## config.mk

```make
export PLATFORM = sky130hd
export DESIGN_NAME = fx_arb
export DESIGN_NICKNAME = d
export VERILOG_FILES = /design/src/rtl/fx_arb.sv
export SDC_FILE = /design/constraint.sdc
export NUM_CORES = 1
export LEC_CHECK = 0
export CAP_MARGIN = 20
export CORE_MARGIN = 2
export CORE_UTILIZATION = 38
export CTS_CLUSTER_DIAMETER = 100
export CTS_CLUSTER_SIZE = 40
export DETAILED_ROUTE_END_ITERATION = 6
export GPL_ROUTABILITY_DRIVEN = 1
export PLACE_DENSITY_LB_ADDON = 0.08
export SYNTH_ARGS = -nofsm -noshare
export SYNTH_HDL_FRONTEND = slang
export SYNTH_SLANG_ARGS = --single-unit
```

## constraint.sdc

```tcl
create_clock -name clk_sys -period 1.5 [get_ports clk_sys]
set_input_delay 0.3 -clock clk_sys [delete_from_list [all_inputs] [get_ports clk_sys]]
set_output_delay 0.3 -clock clk_sys [all_outputs]
set_load 0.02 [all_outputs]
```

## src/rtl/fx_arb.sv

```systemverilog
// Two-requester round-robin arbiter onto the fx register bus.
// Serialises one transaction at a time: IDLE -> ISSUE -> (WAIT) -> ACK.
module fx_arb #(
  parameter int RD_LAT = 1
) (
  input  logic        clk_sys,
  input  logic        rst,
  input  logic        m0_req,
  input  logic        m1_req,
  input  logic        m0_wr,
  input  logic        m1_wr,
  input  logic [15:0] m0_addr,
  input  logic [15:0] m1_addr,
  input  logic [7:0]  m0_wdata,
  input  logic [7:0]  m1_wdata,
  output logic        m0_ack,
  output logic        m1_ack,
  output logic [7:0]  m0_rdata,
  output logic [7:0]  m1_rdata,
  output logic        fx_wr,
  output logic        fx_rd,
  output logic [15:0] fx_waddr,
  output logic [15:0] fx_raddr,
  output logic [7:0]  fx_data,
  input  logic [7:0]  fx_q,
  output logic        busy,
  output logic        gnt_id
);

  typedef enum logic [1:0] {
    IDLE  = 2'd0,
    ISSUE = 2'd1,
    WAIT  = 2'd2,
    ACK   = 2'd3
  } state_t;

  localparam logic [2:0] LAT_INIT = 3'(RD_LAT);

  state_t      state;
  state_t      state_nxt;
  logic        last_gnt;
  logic        cur_wr;
  logic [2:0]  wait_cnt;
  logic        grant;
  logic        capture;
  logic        win_id;
  logic        win_wr;
  logic [15:0] win_addr;
  logic [7:0]  win_wdata;

  // Round-robin pick: on a tie the requester not served last wins.
  always_comb begin
    win_id    = (m0_req && m1_req) ? ~last_gnt : m1_req;
    win_wr    = win_id ? m1_wr    : m0_wr;
    win_addr  = win_id ? m1_addr  : m0_addr;
    win_wdata = win_id ? m1_wdata : m0_wdata;
  end

  always_ff @(posedge clk_sys) begin
    if (rst) begin
      state <= IDLE;
    end else begin
      state <= state_nxt;
    end
  end

  always_comb begin
    state_nxt = state;
    grant     = 1'b0;
    capture   = 1'b0;
    busy      = (state != IDLE);
    m0_ack    = (state == ACK) && !gnt_id;
    m1_ack    = (state == ACK) &&  gnt_id;
    case (state)
      IDLE: begin
        if (m0_req || m1_req) begin
          grant     = 1'b1;
          state_nxt = ISSUE;
        end
      end
      ISSUE: state_nxt = cur_wr ? ACK : WAIT;
      WAIT: begin
        if (wait_cnt == 3'd1) begin
          capture   = 1'b1;
          state_nxt = ACK;
        end
      end
      ACK:     state_nxt = IDLE;
      default: state_nxt = IDLE;
    endcase
  end

  // Strobes are registered on the grant edge so they are high exactly for
  // the ISSUE cycle; address/data registers keep their value afterwards.
  always_ff @(posedge clk_sys) begin
    if (rst) begin
      fx_wr    <= 1'b0;
      fx_rd    <= 1'b0;
      fx_waddr <= 16'h0000;
      fx_raddr <= 16'h0000;
      fx_data  <= 8'h00;
      m0_rdata <= 8'h00;
      m1_rdata <= 8'h00;
      gnt_id   <= 1'b0;
      last_gnt <= 1'b1;
      cur_wr   <= 1'b0;
      wait_cnt <= 3'd0;
    end else begin
      fx_wr <= 1'b0;
      fx_rd <= 1'b0;
      if (grant) begin
        gnt_id <= win_id;
        cur_wr <= win_wr;
        if (win_wr) begin
          fx_wr    <= 1'b1;
          fx_waddr <= win_addr;
          fx_data  <= win_wdata;
        end else begin
          fx_rd    <= 1'b1;
          fx_raddr <= win_addr;
        end
      end
      if (state == ISSUE) begin
        wait_cnt <= LAT_INIT;
      end else if (state == WAIT) begin
        wait_cnt <= wait_cnt - 3'd1;
      end
      if (capture) begin
        if (gnt_id) begin
          m1_rdata <= fx_q;
        end else begin
          m0_rdata <= fx_q;
        end
      end
      if (state == ACK) begin
        last_gnt <= gnt_id;
      end
    end
  end

endmodule

```

; ---- Yosys cells after proc, flatten, opt, wreduce, memory -nomap -nowiden
; Cells that the tools add are included.
[totals]
ff_bits = 66
out_inout_bits = 62
inputBits = 62
word_cells = 55
[op_classes]
muxes = 16
n_bitwise = 4
add_sub_neg = 1
n_reduce_logical = 15
n_eq_ne = 6
[op_table]
columns = cell, n
row1 = $mux 16, 1
row2 = $mux 1, 11
row3 = $reduce_and 2->1, 5
row4 = $mux 8, 1
row5 = $pmux 2 s4, 1
row6 = $eq 2x2->1 const B, 2
row7 = $mux 2, 2
row8 = $ne 2x2->1 const B, 2
row9 = $not 1->1, 4
row10 = $reduce_bool 2->1, 2
row11 = $reduce_or 2->1, 2
row12 = $eq 3x1->1 const B, 1
row13 = $logic_and 1x1->1, 3
row14 = $sub 3x1->3 const B, 1
row15 = $eq 2x1->1 const B, 1
row16 = $logic_not 2->1, 1
row17 = $logic_not 1->1, 1
row18 = $logic_or 1x1->1, 1

; ---- Logic depth before layout (Yosys ltp)
[depth]
ltp_word = 5
ltp_mapped = 8
ltp_nobuf = 6

; ---- Worst setup path after synthesis
; No wires, ideal clock.
[synth_path]
path_type = register to register
start = register last_gnt
end = register fx_raddr[0]
stages_incl_launch_ff = 8
path_buffers = 3
setup_time_ns = 0.081
synth_period_minus_slack_ns = 1.544
arrival_ns = 1.463
path_slack_ns = -0.044
required_ns = 1.419
path_cell_list = dfxtp_1 -> or2b_1 -> a32o_1 -> buf_6 -> and2_4 -> buf_6 -> buf_6 -> a211oi_2
[synth_via]
elab_chain_cells = 5
elab_cells_between_ends = 6
classes_between = mux: 3 / bitwise: 2 / reduce/logical: 1
[synth_rtl]
columns = element, line_no
row1 = from (decl), 41  ; logic last_gnt;
row2 = from (signal assigned), 136  ; last_gnt <= gnt_id;
row3 = $not 1->1 (*), 53  ; win_id = (m0_req && m1_req) ? ~last_gnt : m1_req;
row4 = $mux 1 (*), 53
row5 = $mux 1, 54  ; win_wr = win_id ? m1_wr : m0_wr;
row6 = $not 1->1 (no line), -
row7 = $reduce_and 2->1 (no line), -
row8 = to (signal assigned), 120  ; fx_raddr <= win_addr;
row9 = to (decl), 23  ; output logic [15:0] fx_raddr,
; Mark *: on every way between the ends. The rest lies on a longest branch, timed or not.
; A chain may end at the register's enable or synchronous reset.

; ---- Worst setup path after layout
[layout_path]
start = register state[0]
end = output m0_ack
[layout_via]
elab_chain_cells = 2
[layout_rtl]
columns = element, line_no
row1 = from (decl), 39  ; state_t state;
row2 = from (signal assigned), 63  ; state <= state_nxt;
row3 = $eq 2x2->1, 72  ; m0_ack = (state == ACK) && !gnt_id;
row4 = $logic_and 1x1->1, 72
row5 = to (decl), 16  ; output logic m0_ack,
; Every way passes these cells.

==> qor.txt <==
OUTCOME
----------------------------------------------------------------------------------------
Status                                                                      finished clean

GLOBAL ROUTE
----------------------------------------------------------------------------------------
Antenna violations before repair                                                       0
Tot GR Track Use                                                                   19.6%
First-pass GRT wire length                                                      13100 um
Maximum number of pins on one net before global-route repair                          28
Sum of overflow across all layers after global routing                                 0
Via count of the first global-routing pass                                          2618

WORST HOLD PATH
----------------------------------------------------------------------------------------
Class of the tightest hold or removal check                                       in2reg

CRITICAL PATH
----------------------------------------------------------------------------------------
Critical-path cell list                                                     ha_2 -> inv_2 -> nor2_1 -> buf_4
Setup slack of the worst register-to-register path                               0.04 ns
Crit path buffers/inverters                                                            2
Reg2Reg Launch Point                                                            last_gnt
Top delay family on crit path                                                 flip-flops
Worst path arrival time                                                          1.16 ns
Crit path largest cell delay                                                     0.36 ns
Required time worst endpoint                                                     1.20 ns
Crit path to                                                                      m0_ack
Critical Path Fanout Max                                                               3
R2r worst-path depth                                                                   5
Critical path endpoint category                                             primary output
Critical setup path kind                                                         reg2out
Capture instance of the worst register-to-register path                      fx_waddr[4]
Cell with the largest stage delay on the worst path                              dfxtp_2
Setup crit start kind                                                               flop
Worst setup path start                                                          state[0]
Total number of cells along the worst setup path                                       4

PLACED DESIGN
----------------------------------------------------------------------------------------
I/O Buffers                                                                          123
Placed wire-length estimate after detailed placement                             5750 um
GPL Wtd Cong                                                                       0.773
Placed Instances                                                                     531

DRT
----------------------------------------------------------------------------------------
WL per Instance                                                                  15.5 um
Detailed-routing wirelength on met1                                              3740 um
Met3 WL post-DR                                                                   467 um
Final routed DRC violation total                                                       0
Number of search-and-repair iterations in the first detailed-routing pass              4
Number of nets still failing antenna checks after routing                              0
Total wire length                                                                8570 um
Max layer used                                                                      met4
Violation count after the first detailed-routing iteration                            65
Routed vias                                                                         2780
Detail-routed via count per cell                                                    5.02
Met2 routed WL                                                                   4270 um

CELLS AND AREA
----------------------------------------------------------------------------------------
Layout-stage area growth over the synthesis result                                 62.1%
Number of non-filler instances in the completed layout                               554
Layout Nets                                                                          516
Fraction of final layout cells with drive strength greater than 1                  27.7%
Final standard cell utilization of the core                                        62.7%
Diode insertion count for antenna repair                                               0

FLOORPLANNING
----------------------------------------------------------------------------------------
CORE AREA                                                                       7610 um2
Top-level port count                                                                 124
Area of the die                                                                 8460 um2
Starting Density                                                                   38.7%
Placement Rows                                                                        32
Die boundary width                                                               92.0 um
DIE HEIGHT                                                                       92.0 um

YOSYS
----------------------------------------------------------------------------------------
Synthesized-area fraction occupied by ao, oa, aoi and oai cells                    27.8%
Number of distinct standard cells referenced by the synthesized netlist               30
Prevailing post-synth register cell                                              dfxtp_1
Number of enable-type register cells in the synthesized netlist                        0
Post-synthesis xor/xnor area fraction                                             0.298%
Share of cell area taken by muxes after synthesis                                  8.51%
Synthesized area divided by synthesized cell count                              9.83 um2
Share of synthesized flip-flops with an asynchronous set or reset                     0%
Largest family of logic cells by synthesized area                           compound AO/OA/AOI/OAI gates
Share of synthesized area occupied by flip-flops and latches                       44.9%
Number of warnings printed during yosys synthesis                                      0
FF+latch count, synth                                                                 66
Post-synthesis adder-cell area fraction                                            2.98%
Post-Synth Simple-Gate Area                                                        8.68%
Nets in the synthesized netlist                                                      368
Netlist area before placement                                                   2940 um2
Post-Syn Instances                                                                   299

POWER
----------------------------------------------------------------------------------------
Power density relative to cell area                                          1440 nW/um2
Leakage power                                                                    2.00 nW
Worst-case vdd ir drop                                                            801 uV

STA
----------------------------------------------------------------------------------------
Worst rel slew slack                                                               71.6%
Share of the clock period used by the worst path after layout                      97.5%
Setup repair after global routing missed its margin                                  yes
Final Hold Vio Count                                                                   0
Achievable frequency                                                             684 MHz
Hold_ws                                                                         0.377 ns
Final Setup Violations                                                                 0
Post-route minimum period                                                        1.46 ns
Transition time of the tightest slew-check pin                                  0.426 ns
Count of pins over their slew limit                                                    0
Post-route clock skew                                                          0.0165 ns

CLOCK NETWORK
----------------------------------------------------------------------------------------
CTS root buffer                                                                 clkbuf_8
CTS Buf Count                                                                          9
# H-tree levels                                                                        3
Clock latency at the later pin of the worst-skew pair                            0.35 ns
Clock tree from TritonCTS                                                           done
Buffers from clock root to sink, at most                                               2
Num Clock Sinks                                                                       66
Reg clk slew, reported paths                                                     0.07 ns

RUN
----------------------------------------------------------------------------------------
Max-capacitance violation count                                                        0

==> Yosys cell counts (2+ instances only) <==
master,n,area (um2)
a211oi_1,12,90.1
a211oi_2,29,363
a21oi_1,56,280
a22oi_1,2,15.0
a32o_1,2,20.0
and2_4,2,17.5
buf_2,4,20.0
buf_6,8,90.1
clkbuf_1,14,52.6
dfxtp_1,66,1320
ha_1,7,87.6
inv_1,9,33.8
mux2i_1,25,250
nand2_1,35,131
nand2b_1,2,12.5
nor2_1,10,37.5
nor3_1,2,10.0
nor3b_1,2,15.0
==> layout make-up <==
type	instances	area (um2)
clock buffers	9	124
clock inverters	7	70.1
fillers	672	2840
inverters	9	33.8
multi-input cells	201	1580
flip-flops and latches	66	1330
well taps	102	128
repair buffers	160	1510
==> sequential cells by signal, indices dropped and copies added, names as in the netlist, 2 cells and up <==
register  flops
fx_raddr     16
fx_data       8
state         2
m0_rdata      8
wait_cnt      3
fx_waddr     16
m1_rdata      8
==> worst register-to-register path, delay by kind of cell (launching register included) <==
kind | cells | cell delay, ns
AOI/OAI and AO/OA | 3 | 0.58
and+or+nand+nor | 1 | 0.24
buffers and inverters | 1 | 0.20
DFF | 1 | 0.34
==> metrics by stage <==
stage / worst slack, ns / setup TNS, ns / power [mW] / area (um2)
after floorplan: -0.0202 / -0.503 / 4.11 / 2960
after global placement: -0.451 / -18.42 / 5.28 / 4430
after detailed placement: -0.545 / -20.01 / 5.33 / 4430
after CTS: -0.00924 / -0.00924 / 6.64 / 4580
after global routing: -0.0222 / -0.181 / 7.29 / 4770
final: 0.0374 / 0 / 6.89 / 4770
==> power by group <==
group	total [mW]	internal, mW	switching, mW	leakage (nW)
logic	3.08	1.38	1.70	1.36
clock network	1.46	0.763	0.695	0.0990
registers	2.35	2.12	0.223	0.541
total	6.89	4.27	2.62	2.00
==> layout by cell type (no fill, tap or decap), types with 2 or more instances in the layout <==
cell type        count
clkinv_4             2
inv_1                7
inv_2                2
dfxtp_1             63
clkdlybuf4s50_1     58
mux2i_2              2
nor3_1               2
a211oi_2            31
ha_4                 2
dfxtp_2              3
nor2_1               9
buf_4               30
ha_1                 4
dlygate4sd2_1       59
buf_6                5
a211oi_1            10
a21oi_1             44
nand2_1             35
clkbuf_8             9
buf_12               4
mux2i_1             23
a21oi_2             12
and2_4               6
a32o_2               2
clkinv_2             3
nor3b_1              2
==> how the worst min path moves through the flow <==
stage	startpoint	end	slack, ns	cells past startpoint
after floorplan	fx_q[0]	m0_rdata[0]	0.44	2
after global placement	m1_rdata[6]	m1_rdata[6]	0.44	2
after detailed placement	m1_rdata[7]	m1_rdata[7]	0.45	2
after CTS	rst	state[1]	0.38	2
after global routing	rst	state[1]	0.41	2
final	rst	state[1]	0.38	2
==> what timing repair did <==
item,CTS,global route
gates resized for setup,83,40
setup endpoints to repair,115,63
setup buffers,1,0
hold buffers,0,0
pin swaps,2,8
gates cloned,2,4
==> per-layer routing <==
| layer | track usage [%] | vias to the layer above |
|---|---|---|
| li1 | - | 1367 |
| met3 | 5.01 | 7 |
| met5 | 0 | - |
| met4 | 7.34 | 0 |
| met2 | 32.8 | 86 |
| met1 | 24.4 | 1320 |
==> cell families after synthesis <==
| family | after synthesis |
|---|---|
| AOI/OAI and AO/OA | 107 |
| DFF | 66 |
| and+or+nand+nor | 57 |
| buffers and inverters | 36 |
| muxes | 25 |
| adders and majority gates | 7 |
| xor gates and xnor gates | 1 |
(Power assumes the default switching activity.)
==> variant 1 (config.mk and constraints unchanged) <==
The 4 states of `state_t` get a one-hot encoding in 4 bits.
--- a/src/rtl/fx_arb.sv
+++ b/src/rtl/fx_arb.sv
@@ -28,9 +28,9 @@
 );
 
-  typedef enum logic [1:0] {
-    IDLE  = 2'd0,
-    ISSUE = 2'd1,
-    WAIT  = 2'd2,
-    ACK   = 2'd3
+  typedef enum logic [3:0] {
+    IDLE  = 4'b0001,
+    ISSUE = 4'b0010,
+    WAIT  = 4'b0100,
+    ACK   = 4'b1000
   } state_t;
 
Check against the original RTL: same outputs for any inputs over 10 cycles, from zero or initial values and one cycle with rst high; not proved beyond that.
==> variant 1 against the unedited design <==
  * The run now ends with setup timing left
  * Register-to-register slack got worse by 0.18 ns
  * Critical endpoint unchanged
  * Worst setup slack got worse by 0.21 ns
  * Wire length rose by 27%
  * Critical path type unchanged
  * Area after synthesis rose by 12%
  * Fmax fell by 12%
  * Power fell by 22%
  * Sequential cell count rose by 2
  * Largest cell class unchanged
  * Final area rose by 15%
==> variant 1: results (changes against the unedited design) <==
[outcome]
status=complete, but fails checks
violations=setup timing

[yosys]
synthCells=367  ; +23%
syn_nets=431  ; +17%
yosysSeqAreaShare_pct=41.51  ; -3.4 points
synth_commonest_cells=dfxtp_1, nand3b_1, a21oi_1
synth_fa_ha_area_share_pct=0.7631  ; -2.2 points
synth_compound_area_share_pct=22.05  ; -5.7 points
yosysUniqueCellTypes=35  ; +17%
synth_area_leaders=dfxtp_1, nand3b_1, a211oi_2
synthMuxAreaShare_pct=5.189  ; -3.3 points
synth-xor-area-share_pct=0.5341  ; +0.24 points

[pwr]
power_leakage_nw=2.271  ; +14%
peakVddDrop_v=0.0005537  ; -31%
powerDensity_mw_per_mm2=982.2  ; -32%

[cts]
clk_latency_ns=0.35  ; about the same
cts.sinks=68  ; +3.0%
clk_pin_slew_ns=0.08

[grt]
use_met2_pct=37.18  ; +4.4 points
grt_use_met1_pct=27.89  ; +3.5 points
grt_use_met3_pct=5.853  ; +0.84 points
track_usage_pct=22.26  ; +2.6 points
grt_pass1_vias=3251  ; +24%
grt_pass1_wl_um=16730  ; +28%
grt_max_degree=42  ; +50%
antenna_found_initial=0  ; unchanged

[worst_hold_path]
worstHoldStart=rst

[routing]
drtIter0Drc=114  ; +75%
firstDrtPassIters=5  ; +1
via_per_inst=5.260  ; +4.8%
wl_per_cell_um=17.26  ; +12%

[critical_path]
reg2reg_depth=7  ; +2
cp_max_fo=2  ; -1
timing.rr.start=state[0]$_SDFFE_PP1P_
reg2reg_setup_slack_ns=-0.14  ; -0.18 ns
max_stage_delay_ns=0.33  ; -0.03 ns
regToRegEndpoint=fx_waddr[11]$_SDFFE_PP0P_

[sta]
layout_setup_ws_ns=-0.1679  ; -0.2052 ns
whs_ns=0.3132  ; -0.06365 ns
fmax_mhz=599.6  ; -12%
fin_skew_ns=0.009179  ; -0.007285 ns
setup-violations-final=55  ; +55
max_slew.worst_pin.slew_ns=0.4415  ; +0.01551 ns

[placement]
place_ws_ns=-0.5344  ; +0.01050 ns
gp_congestion=0.8260  ; +6.8%
placedCellCount=598  ; +13%
hpwl_um=6743  ; +17%
placed_area_mm2=0.004850  ; +9.6%

[layout]
nets=585  ; +13%
finalNonFillerCells=631  ; +14%
fillers=708  ; +5.4%
drive_gt1_share_pct=26.81  ; -0.85 points

-- variant 1: worst max path at each step --
stage | cells past startpoint | slack (ns) | endpoint | from
detailed placement | 6 | -0.53 | fx_waddr[3]$_SDFFE_PP0P_ | m1_req
global placement | 6 | -0.45 | fx_waddr[14]$_SDFFE_PP0P_ | m1_req
floorplan | 6 | -0.04 | fx_data[0]$_SDFFE_PP0P_ | state[2]$_SDFFE_PP0P_
global route | 5 | -0.23 | m0_ack | state[0]$_SDFFE_PP1P_
finish | 5 | -0.17 | m0_ack | state[0]$_SDFFE_PP1P_
CTS | 7 | -0.13 | fx_waddr[3]$_SDFFE_PP0P_ | state[0]$_SDFFE_PP1P_
-- variant 1: worst max-delay path, delay by kind of cell, from the launching register on --
family / cells / cell delay (ns)
flip-flops: 1 / 0.33
AND/OR/NAND/NOR: 3 / 0.38
buffers and inverters: 2 / 0.30
-- variant 1: cell type report --
| cell class | instances | share of cell area (%) |
|---|---|---|
| inverter | 29 | 2.039 |
| multi-input combinational | 237 | 34.39 |
| clock inverter | 6 | 1.191 |
| tap | 105 | 2.405 |
| clock buffer | 10 | 2.337 |
| timing repair buffer | 176 | 32.55 |
| sequential | 68 | 25.09 |
-- variant 1: logic make-up after synthesis --
group	Yosys count
AO/OA/AOI/OAI	93
XOR/XNOR	2
adder cells (fa/ha/maj)	2
buffers and inverters	62
flip-flops	68
multiplexers	17
AND/OR/NAND/NOR	123
-- variant 1: layer usage --
| metal | vias up | share of wire (%) |
|---|---|---|
| met2 | 104 | 50 |
| met3 | 16 | 5.1 |
| li1 | 1594 | - |
| met4 | 0 | 1.6 |
| met5 | - | 0 |
| met1 | 1605 | 43 |
-- variant 1: what timing repair did --
action | CTS | global route
pin swaps | 10 | 17
gates resized for setup | 125 | 33
setup buffers | 13 | 5
gates cloned | 4 | 2
hold buffers | 0 | 0
endpoints found under the setup margin | 120 | 69
-- variant 1: report_power, final --
part	switching (mW)	internal, mW	total (mW)
clock	0.732	0.768	1.50
combinational	0.904	0.894	1.80
sequential	0.0992	1.97	2.07
total	1.73	3.63	5.36
-- variant 1: metrics by stage --
stage                     power (mW)  setup TNS (ns)
after floorplan                2.869         -0.7110
after global placement         3.563          -18.54
after detailed placement       3.578          -20.25
after CTS                      5.265          -3.901
after global routing           5.608          -9.212
final                          5.364          -4.741
==> variant 2 (config.mk and constraints unchanged) <==
Without the edit above. Make the reset (`rst`) asynchronous in 2 clocked blocks.
--- a/src/rtl/fx_arb.sv
+++ b/src/rtl/fx_arb.sv
@@ -57,5 +57,5 @@
   end
 
-  always_ff @(posedge clk_sys) begin
+  always_ff @(posedge clk_sys or posedge rst) begin
     if (rst) begin
       state <= IDLE;
@@ -93,5 +93,5 @@
   // Strobes are registered on the grant edge so they are high exactly for
   // the ISSUE cycle; address/data registers keep their value afterwards.
-  always_ff @(posedge clk_sys) begin
+  always_ff @(posedge clk_sys or posedge rst) begin
     if (rst) begin
       fx_wr    <= 1'b0;
Function: differs if rst is asserted again (counterexample within 4 cycles, from zero or initial values and one cycle with rst high); with rst held inactive, the same outputs for 10 cycles.
==> variant 2 against the unedited design <==
  * The flow now finishes with violations (setup timing)
  * Sequential share of layout area rose by 3.9 points
  * Power rose by 55%
  * Wire length down 12%
  * Sequential cell count unchanged
  * Fmax decreased by 18%
  * Area after synthesis increased by 6.5%
  * Final area is 9.4% higher
  * Hold slack improved by 0.0070 ns
  * Utilization up 1.8 points
  * Worst setup slack got worse by 0.31 ns
  * Synthesized cell count down 32%
  * Count of clock-buffer cells in the layout up 4
  * First-iteration DRC count shrank 34%
  * Combinational power is 94% higher
==> variant 2: results (changes against the unedited design) <==
[outcome]
status=complete, but fails checks
violations=setup timing

[layout]
nets=438  ; -15%
drive_gt1_share_pct=41.82  ; +14 points
fillers=648  ; -3.6%
largestRegisters=fx_raddr x16, fx_waddr x16

[grt]
grt_max_degree=48  ; +71%
track_usage_pct=16.51  ; -3.1 points
grt_pass1_vias=2312  ; -12%
antenna_found_initial=0  ; unchanged
grt_pass1_wl_um=11370  ; -13%

[yosys]
ys_async_sr_fraction_pct=100.0  ; +100 points
synth_commonest_cells=dfrtp_1, mux2_2, mux2_4
syn_nets=272  ; -26%
yosysUniqueCellTypes=25  ; -17%
yosysSeqAreaShare_pct=52.80  ; +7.9 points
synth_fa_ha_area_share_pct=2.798  ; -0.18 points
synth_compound_area_share_pct=4.117  ; -24 points
synth-xor-area-share_pct=0  ; -0.30 points
synthMuxAreaShare_pct=33.57  ; +25 points
synth_area_leaders=dfrtp_1, mux2_2, mux2_4
synth_warnings=0  ; unchanged

[placement]
hpwl_um=4943  ; -14%
gp_congestion=0.7508  ; -2.9%
io_buffers=123  ; unchanged

[cts]
htree_num_levels=3  ; unchanged
clk_latency_ns=0.33  ; -0.02 ns
clk_pin_slew_ns=0.07  ; about the same
clockBufferDepth=2  ; unchanged
cts_buffers=9  ; unchanged

[sta]
setup-violations-final=62  ; +62
totalNegativeSetupSlack_ns=-12.62  ; -12.62 ns
fin_skew_ns=0.009755  ; -0.006710 ns
layout_setup_ws_ns=-0.2763  ; -0.3137 ns
maxSlewHeadroom_pct=81.51  ; +9.9 points

[pwr]
power_leakage_nw=2.478  ; +24%
peakVddDrop_v=0.0009649  ; +20%

[routing]
via_per_inst=4.699  ; -6.4%
drtIter0Drc=43  ; -34%
drt-total-wl_um=7526  ; -12%
firstDrtPassIters=4  ; unchanged

[worst_hold_path]
hold_path.class=in2async

[critical_path]
cp_data_arrival_time_ns=1.99  ; +0.83 ns
cp_max_fo=5  ; +2

variant 2: changes by cell type after synthesis, sizes merged, moves of 25 or more:
cell | unedited run | this run
mux2i | 25 | 0
a21oi | 56 | 1
a211oi | 41 | 1
nand2 | 35 | 5
mux2 | 0 | 83
dfrtp | 0 | 65
dfxtp | 66 | 0
variant 2: area by class of cell:
cell class                 count  share of cell area, %
clock inverter                 2                 0.6716
sequential                    66                  31.69
timing repair buffer         161                  30.70
multi-input combinational    122                  30.41
clock buffer                  13                  3.238
inverter                       9                 0.7676
tap                          105                  2.519
variant 2: kinds of logic after synthesis:
family,Yosys count
adder cells (fa/ha/maj),7
multiplexers,83
AO/OA/AOI/OAI,13
buffers and inverters,15
AND/OR/NAND/NOR,19
flip-flops,66
variant 2: metal layers:
layer,GRT usage [%],wire (µm),part of all wire (%)
met5,0,0,0
met4,7.850,133,1.8
met3,5.028,559,7.4
met2,26.24,3610,48
met1,20.53,3223,43
variant 2: worst paths after layout:
check	start	end	slack, ns	cells after the start
setup / recovery	last_gnt$_DFFE_PP1N_	fx_raddr[11]$_DFFE_PP0P_	-0.28	5
hold / removal	rst	fx_waddr[15]$_DFFE_PP0P_	0.38	3
setup reg to reg	last_gnt$_DFFE_PP1N_	fx_raddr[11]$_DFFE_PP0P_	-0.28	5
hold reg to reg	m1_rdata[4]$_DFFE_PP0P_	m1_rdata[4]$_DFFE_PP0P_	0.50	1
max in group asynchronous	rst	last_gnt$_DFFE_PP1N_	0.84	3
min in group clk_sys	m1_rdata[4]$_DFFE_PP0P_	m1_rdata[4]$_DFFE_PP0P_	0.50	1
variant 2: timing repair:
item	4_1_cts	5_1_grt
gates cloned	0	3
setup buffers	4	6
resized for setup	110	15
endpoints found under the setup margin	119	61
pin swaps	2	1
hold buffers	0	0
variant 2: metrics by stage:
stage	hold slack (ns)	instance area (µm²)	setup WS [ns]	util (%)	instances
6_report	0.3838	5216	-0.2763	64.46	478
5_1_grt	0.4050	5216	-0.3019	64.46	478
4_1_cts	0.3799	5037	-0.2650	62.24	469
3_5_place_dp	0.4910	4735	-0.5527	58.50	450
3_3_place_gp	0.4875	4735	-0.5351	58.50	450
2_1_floorplan	0.4437	3172	-0.3036	-	203
variant 2: worst max-delay path: stages, from the launching register on:
cell,delay [ns]
dfstp_2,0.56
and2b_4,0.21
o32ai_4,0.28
buf_12,0.16
clkbuf_16,0.15
mux2_4,0.29
variant 2: power breakdown:
part	switching, mW	total [mW]	internal, mW
Combinational	2.69	5.98	3.29
Sequential	0.463	3.16	2.69
Clock	0.641	1.54	0.894
